==> config.mk <==
export PLATFORM = sky130hd
export DESIGN_NAME = writeback_stage_flat
export DESIGN_NICKNAME = d
export VERILOG_FILES = /design/src/rtl/writeback_stage_pkg.sv /design/src/rtl/writeback_stage_if.sv /design/src/rtl/writeback_stage_gen_regfile.sv /design/src/rtl/writeback_stage.sv /design/src/flat_wrapper.sv
export SDC_FILE = /design/constraint.sdc
export NUM_CORES = 1
export LEC_CHECK = 0
export CAP_MARGIN = 20
export CORE_AREA = 2 2 459 461
export DETAILED_ROUTE_END_ITERATION = 6
export DIE_AREA = 0 0 461 463
export DONT_BUFFER_PORTS = 1
export GPL_ROUTABILITY_DRIVEN = 0
export GPL_TIMING_DRIVEN = 0
export PLACE_DENSITY = 0.39
export SETUP_SLACK_MARGIN = 0.02
export SYNTH_ARGS = -nofsm -noshare
export SYNTH_HDL_FRONTEND = slang
export SYNTH_SLANG_ARGS = --single-unit
==> constraint.sdc <==
create_clock -name clk -period 8.38 [get_ports clk]
set_clock_uncertainty 0.2 [all_clocks]
set_input_delay 1.257 -clock clk [delete_from_list [all_inputs] [get_ports clk]]
set_output_delay 1.257 -clock clk [all_outputs]
set_load 0.005 [all_outputs]
==> src/rtl/writeback_stage_pkg.sv <==
// ----------------------------------------------------------------------------
// defs -- shared processor definitions used by the writeback stage.
//   BIN_DIG  : data/address width
//   REG_NUM  : number of general registers
//   RESET_PC : architectural PC after reset
//   wb_state_t : writeback FSM states (idle / instruction pending)
//   wb_entry_t : one executed instruction held between accept and commit
// ----------------------------------------------------------------------------
package defs;

  localparam int BIN_DIG = 32;
  localparam int REG_NUM = 32;
  localparam logic [BIN_DIG-1:0] RESET_PC = '0;

  typedef enum logic {
    WB_IDLE = 1'b0,
    WB_PEND = 1'b1
  } wb_state_t;

  typedef struct packed {
    logic [BIN_DIG-1:0] pc;
    logic [BIN_DIG-1:0] next_pc;
    logic [4:0]         rd;
    logic               rd_we;
    logic [BIN_DIG-1:0] rd_value;
  } wb_entry_t;

endpackage

==> src/rtl/writeback_stage_if.sv <==
// ----------------------------------------------------------------------------
// writeback_stage_if -- execute-to-writeback handshake bundle.
//   ex_valid/ex_ready : valid/ready handshake (transfer when both high)
//   ex_pc, ex_next_pc : PC of the instruction and the next PC exec computed
//   ex_rd, ex_rd_we   : destination register and its write enable
//   ex_rd_value       : value to write to rd
// master = exec stage (producer), slave = writeback stage (consumer).
// ----------------------------------------------------------------------------
interface writeback_stage_if #(
  parameter int BIN_DIG = defs::BIN_DIG
);

  logic               ex_valid;
  logic               ex_ready;
  logic [BIN_DIG-1:0] ex_pc;
  logic [BIN_DIG-1:0] ex_next_pc;
  logic [4:0]         ex_rd;
  logic               ex_rd_we;
  logic [BIN_DIG-1:0] ex_rd_value;

  modport master (
    output ex_valid, ex_pc, ex_next_pc, ex_rd, ex_rd_we, ex_rd_value,
    input  ex_ready
  );

  modport slave (
    input  ex_valid, ex_pc, ex_next_pc, ex_rd, ex_rd_we, ex_rd_value,
    output ex_ready
  );

endinterface

==> src/rtl/writeback_stage_gen_regfile.sv <==
// ----------------------------------------------------------------------------
// gen_regfile -- general register file with one write port and the whole
// array exposed as an output (decode/exec read it directly).
//   clk, rst_n : clock, asynchronous active-low reset (clears every register)
//   we         : write enable
//   waddr      : register index to write
//   wdata      : write data
//   regs       : full register array; entry 0 is hard-wired to zero
// ----------------------------------------------------------------------------
module gen_regfile
  import defs::*;
#(
  parameter int BIN_DIG = defs::BIN_DIG,
  parameter int REG_NUM = defs::REG_NUM
) (
  input  logic                            clk,
  input  logic                            rst_n,
  input  logic                            we,
  input  logic [4:0]                      waddr,
  input  logic [BIN_DIG-1:0]              wdata,
  output logic [REG_NUM-1:0][BIN_DIG-1:0] regs
);

  for (genvar gi = 0; gi < REG_NUM; gi++) begin : g_reg
    if (gi == 0) begin : g_zero
      // x0 has no storage, so writes to it simply vanish.
      assign regs[gi] = '0;
    end else begin : g_store
      logic [BIN_DIG-1:0] reg_q;
      logic [BIN_DIG-1:0] reg_d;

      always_comb begin
        reg_d = reg_q;
        if (we && (waddr == 5'(gi))) begin
          reg_d = wdata;
        end
      end

      always_ff @(posedge clk or negedge rst_n) begin
        if (!rst_n) begin
          reg_q <= '0;
        end else begin
          reg_q <= reg_d;
        end
      end

      assign regs[gi] = reg_q;
    end
  end

endmodule

==> src/rtl/writeback_stage.sv <==
// ----------------------------------------------------------------------------
// writeback_stage -- final pipeline stage. Accepts one executed instruction
// per cycle, holds it for one cycle, then commits it: register file write,
// architectural PC update and retire count. A committed next_pc that is not
// pc+4 raises flush during the cycle before the committing edge.
//   clk, rst_n       : clock, asynchronous active-low reset
//   ex_if (slave)    : execute-to-writeback handshake
//   halt             : debug hold, freezes both commit and acceptance
//   curr_pc_reg      : architectural PC
//   curr_general_reg : register file contents (x0 reads 0)
//   flush            : front-end redirect to curr_pc_reg
//   retire_count     : committed instruction count (wraps)
// ----------------------------------------------------------------------------
module writeback_stage
  import defs::*;
#(
  parameter int                   BIN_DIG  = defs::BIN_DIG,
  parameter int                   REG_NUM  = defs::REG_NUM,
  parameter logic [BIN_DIG-1:0]   RESET_PC = defs::RESET_PC
) (
  input  logic                            clk,
  input  logic                            rst_n,
  writeback_stage_if.slave                ex_if,
  input  logic                            halt,
  output logic [BIN_DIG-1:0]              curr_pc_reg,
  output logic [REG_NUM-1:0][BIN_DIG-1:0] curr_general_reg,
  output logic                            flush,
  output logic [31:0]                     retire_count
);

  wb_state_t          state_q, state_d;
  wb_entry_t          wb_q, wb_d;
  logic [BIN_DIG-1:0] pc_q, pc_d;
  logic [31:0]        retire_q, retire_d;

  logic pend;
  logic redirect;
  logic accept;
  logic commit;

  assign pend = (state_q == WB_PEND);

  // Sum is kept at BIN_DIG bits so pc = all-ones-minus-3 with next_pc = 0
  // counts as sequential.
  always_comb begin
    logic [BIN_DIG-1:0] seq_pc;
    seq_pc   = wb_q.pc + BIN_DIG'(4);
    redirect = pend && (wb_q.next_pc != seq_pc);
  end

  // ---------------- FSM: state register ----------------
  always_ff @(posedge clk or negedge rst_n) begin
    if (!rst_n) begin
      state_q <= WB_IDLE;
    end else begin
      state_q <= state_d;
    end
  end

  // ---------------- FSM: next state ----------------
  always_comb begin
    state_d = state_q;
    case (state_q)
      WB_IDLE: if (accept) state_d = WB_PEND;
      WB_PEND: if (commit) state_d = accept ? WB_PEND : WB_IDLE;
      default: state_d = WB_IDLE;
    endcase
  end

  // ---------------- FSM: outputs ----------------
  // During a redirect the stage refuses new work, so the instruction exec
  // presents alongside the flush is dropped rather than committed on the
  // wrong path.
  always_comb begin
    ex_if.ex_ready = !halt && !redirect;
    flush          = redirect && !halt;
    accept         = ex_if.ex_valid && ex_if.ex_ready;
    commit         = pend && !halt;
  end

  // ---------------- holding register / architectural state ----------------
  always_comb begin
    wb_d     = wb_q;
    pc_d     = pc_q;
    retire_d = retire_q;
    if (accept) begin
      wb_d.pc       = ex_if.ex_pc;
      wb_d.next_pc  = ex_if.ex_next_pc;
      wb_d.rd       = ex_if.ex_rd;
      wb_d.rd_we    = ex_if.ex_rd_we;
      wb_d.rd_value = ex_if.ex_rd_value;
    end
    if (commit) begin
      pc_d     = wb_q.next_pc;
      retire_d = retire_q + 32'd1;
    end
  end

  always_ff @(posedge clk or negedge rst_n) begin
    if (!rst_n) begin
      wb_q     <= '0;
      pc_q     <= RESET_PC;
      retire_q <= '0;
    end else begin
      wb_q     <= wb_d;
      pc_q     <= pc_d;
      retire_q <= retire_d;
    end
  end

  gen_regfile #(
    .BIN_DIG (BIN_DIG),
    .REG_NUM (REG_NUM)
  ) u_regfile (
    .clk   (clk),
    .rst_n (rst_n),
    .we    (commit && wb_q.rd_we),
    .waddr (wb_q.rd),
    .wdata (wb_q.rd_value),
    .regs  (curr_general_reg)
  );

  assign curr_pc_reg  = pc_q;
  assign retire_count = retire_q;

endmodule

==> src/flat_wrapper.sv <==
// flat-port wrapper written by rule: the top's interface ports become plain ports
module writeback_stage_flat import defs::*;
#(
  parameter int                   BIN_DIG  = defs::BIN_DIG,
  parameter int                   REG_NUM  = defs::REG_NUM,
  parameter logic [BIN_DIG-1:0]   RESET_PC = defs::RESET_PC
)
  (clk, rst_n, halt, curr_pc_reg, curr_general_reg, flush, retire_count, ex_if_ex_valid, ex_if_ex_pc, ex_if_ex_next_pc, ex_if_ex_rd, ex_if_ex_rd_we, ex_if_ex_rd_value, ex_if_ex_ready);
  writeback_stage_if #(.BIN_DIG(BIN_DIG)) ex_if_i ();
  input  logic clk;
  input  logic rst_n;
  input  logic halt;
  output logic [BIN_DIG-1:0] curr_pc_reg;
  output logic [REG_NUM-1:0][BIN_DIG-1:0] curr_general_reg;
  output logic flush;
  output logic [31:0] retire_count;
  input wire logic [$bits(ex_if_i.ex_valid)-1:0] ex_if_ex_valid;
  input wire logic [$bits(ex_if_i.ex_pc)-1:0] ex_if_ex_pc;
  input wire logic [$bits(ex_if_i.ex_next_pc)-1:0] ex_if_ex_next_pc;
  input wire logic [$bits(ex_if_i.ex_rd)-1:0] ex_if_ex_rd;
  input wire logic [$bits(ex_if_i.ex_rd_we)-1:0] ex_if_ex_rd_we;
  input wire logic [$bits(ex_if_i.ex_rd_value)-1:0] ex_if_ex_rd_value;
  output wire logic [$bits(ex_if_i.ex_ready)-1:0] ex_if_ex_ready;
  assign ex_if_i.ex_valid = ex_if_ex_valid;
  assign ex_if_i.ex_pc = ex_if_ex_pc;
  assign ex_if_i.ex_next_pc = ex_if_ex_next_pc;
  assign ex_if_i.ex_rd = ex_if_ex_rd;
  assign ex_if_i.ex_rd_we = ex_if_ex_rd_we;
  assign ex_if_i.ex_rd_value = ex_if_ex_rd_value;
  assign ex_if_ex_ready = ex_if_i.ex_ready;
  writeback_stage #(.BIN_DIG(BIN_DIG), .REG_NUM(REG_NUM), .RESET_PC(RESET_PC)) u_core (.clk(clk), .rst_n(rst_n), .ex_if(ex_if_i), .halt(halt), .curr_pc_reg(curr_pc_reg), .curr_general_reg(curr_general_reg), .flush(flush), .retire_count(retire_count));
endmodule
==> impl_metrics.ini <==
[outcome]
status = complete, no violations

[worst_setup_path]
worstPathCellList = ha_1 > nand4_1 > nor4_1 > nand4_1 > xnor2_1 > a2111oi_0 > and4_1 > clkbuf_1 > clkbuf_1 > a21oi_1 > nor2_1
arrival_ns = 5.92
critPathTopFamily = simple AND/OR/NAND/NOR gates
path_class = register to output port
critPathRequiredTime_ns = 6.92
crit_path_max_fanout = 10
endpoint_kind = output port
r2r_slack_ns = 2.60
cp-start-kind = register
worst_path_max_delay_cell = nor4_1
cp_num_buf_inv = 2
slowest_delay_ns = 1.04

[synth]
synth_cells = 3398
syn_area_mm2 = 0.0471
synthFlopType = dfrtp_1
async_flop_share_pct = 100
synth-simple-area-share_pct = 4.96
synth_edf_count = 0
synth.avg_cell_area_um2 = 13.9
muxShareOfSynthArea_pct = 23.8
synth_top_family_by_area = multiplexers
synth_xor_area_share_pct = 1.34
yosys_register_bits = 1159
yosysUniqueCellTypes = 47
yosys_warnings = 0
synth_compound_area_share_pct = 5.09
seq_area_frac_synth_pct = 61.6
synth_adder_area_share_pct = 0.0531

[sta]
period_share_pct = 88.0
hold_viol = 0
post-route-min-period_ns = 7.37
finalSetupViolations = 0
fmax_mhz = 136
fin_setup_tns_ns = 0
worstMarginPinSlew_ns = 1.24
relSlewSlack_pct = 17.3
rsz0062_at_grt = no
maxSlewViolCount = 0

[clock_network]
numCtsBuffers = 143
cts.clk_slew.worst_paths_ns = 0.06
cts_setup_buffers = 0
h-tree-depth = 4
clk_path_buf_depth = 3
clockRootBuffer = clkbuf_16
cts_tree = yes
clock_latency_ns = 0.81
cts_sinks = 1159
post_cts_resize_count = 0

[floorplanning]
fp-row-count = 168
num_io_pins = 1196
die_y_um = 463
initial_core_util_pct = 22.6
die_w_um = 461
coreArea_mm2 = 0.209
fp.dieArea_mm2 = 0.213

[finish]
multi_input_area_mm2 = 0.0167
register_area_mm2 = 0.0290
top_regs = u_core.u_regfile.g.g_store.reg_q (992), u_core.wb_q (102)
largest_reg_flops = 992
finalNetCount = 3720
area_growth_pct = 19.5
post-route-util_pct = 27.0
final_cell_mix = dfrtp_1 (1159), mux2_2 (978), clkbuf_1 (279), nand2_1 (233), clkbuf_16 (145)
largest-register = u_core.u_regfile.g.g_store.reg_q
drive_above_1_share_pct = 34.9
final_common_cell = dfrtp_1
fillers = 21700

[drt]
via_count = 30100
post_drt_via_cell_ratio = 4.60
wl_per_cell_um = 32.9
dr.pass1.iters = 5
drc = 0
antenna_left = 0
first_iter_violations = 1864
wirelength_um = 215000

[place]
numPortBuffers = 0
hpwl_um = 160000

[grt]
grt_max_degree = 1160
grt_util_all_layers_pct = 19.6
grt_overflow_total = 0
grt_pass1_wl_um = 287000
grt_pass1_vias = 30600
antenna_found_initial = 22

[flow_run]
cap_violations = 0

[power_and_ir_drop]
vdd_drop_max_uv = 211
powerDensity_mw_per_mm2 = 326
p_leak_uw = 0.0260

[worst_hold_path]
min_path_type = primary input to async pin
## kinds of logic (layout without fill, tap and decap cells)
| group | after synthesis | in the layout |
|---|---|---|
| AO/OA/AOI/OAI | 338 | 338 |
| XOR/XNOR | 72 | 72 |
| adder cells (fa/ha/maj) | 2 | 2 |
| buffers and inverters | 353 | 644 |
| flip-flops | 1159 | 1159 |
| multiplexers | 994 | 994 |
| other | 1 | 47 |
| AND/OR/NAND/NOR | 479 | 479 |
## routing by layer
| layer | vias to the layer above | wire, µm | global-route usage (%) |
|---|---|---|---|
| li1 | 12500 | - | - |
| met1 | 16000 | 83600 | 23.1 |
| met2 | 1293 | 103000 | 32.4 |
| met3 | 228 | 23400 | 8.35 |
| met4 | 2 | 5150 | 5.39 |
| met5 | - | 14 | 0 |
## final timing paths
kind	cells past startpoint	startpoint	to
hold / removal	1	rst_n	u_core.u_regfile.g_reg[17].g_store.reg_q[12]$_DFFE_PN0P_
setup reg to reg	12	u_core.wb_q[72]$_DFFE_PN0P_	u_core.wb_q[18]$_DFFE_PN0P_
max in group asynchronous	3	rst_n	u_core.u_regfile.g_reg[4].g_store.reg_q[22]$_DFFE_PN0P_
hold reg to reg	1	u_core.retire_count[31]$_DFFE_PN0P_	u_core.retire_count[31]$_DFFE_PN0P_
setup / recovery	11	u_core.wb_q[72]$_DFFE_PN0P_	ex_if_ex_ready
min in group clk	1	u_core.retire_count[31]$_DFFE_PN0P_	u_core.retire_count[31]$_DFFE_PN0P_
## metrics by stage
stage               cells  cell area (µm²)  hold WS [ns]  power, µW  setup slack [ns]
finish               6540            56300         0.172      18300              1.01
global route         6529            56200         0.215      19300             0.871
CTS                  6518            56000        -0.119      18600              1.12
detailed placement   6265            51300         0.284      12100              2.02
global placement     6234            50700         0.284      12000              1.63
floorplan            3429            47200         0.265       9900              3.97
## synthesized netlist by cell type, types with 5 or more instances
master,count,area (µm²)
buf_2,17,85.1
buf_4,40,300
nor3_1,13,65.1
dfrtp_1,1159,29000
nor4_1,6,37.5
xnor2_1,48,420
o21ai_0,5,25.0
inv_1,8,30.0
nand4_1,121,757
nor3b_1,5,37.5
a21oi_1,11,55.1
o211ai_1,99,743
nand2_1,233,875
nor2_1,31,116
clkbuf_1,240,901
mux2_1,15,169
buf_1,48,180
xor2_1,24,210
nor2b_1,6,37.5
nand2b_1,5,31.3
nand3_1,24,120
mux2_2,978,11000
and3_1,9,56.3
a31oi_1,105,657
a21boi_0,98,736
and4_1,9,78.8
## layout make-up
cell class	count	area share (%)
repair buffers	38	1.31
clock inverters	35	0.930
well taps	2805	6.24
multi-input cells	1917	29.7
clock buffers	218	7.51
inverters	8	0.0534
flip-flops and latches	1159	51.6
diodes	15	0.0667
plain buffers	345	2.61
## where the power goes
group          internal (µW)  switching, µW
registers               7040           2040
clock network           3660           2650
logic                   1360           1590
Note: power is estimated with default switching activity, not from simulation.
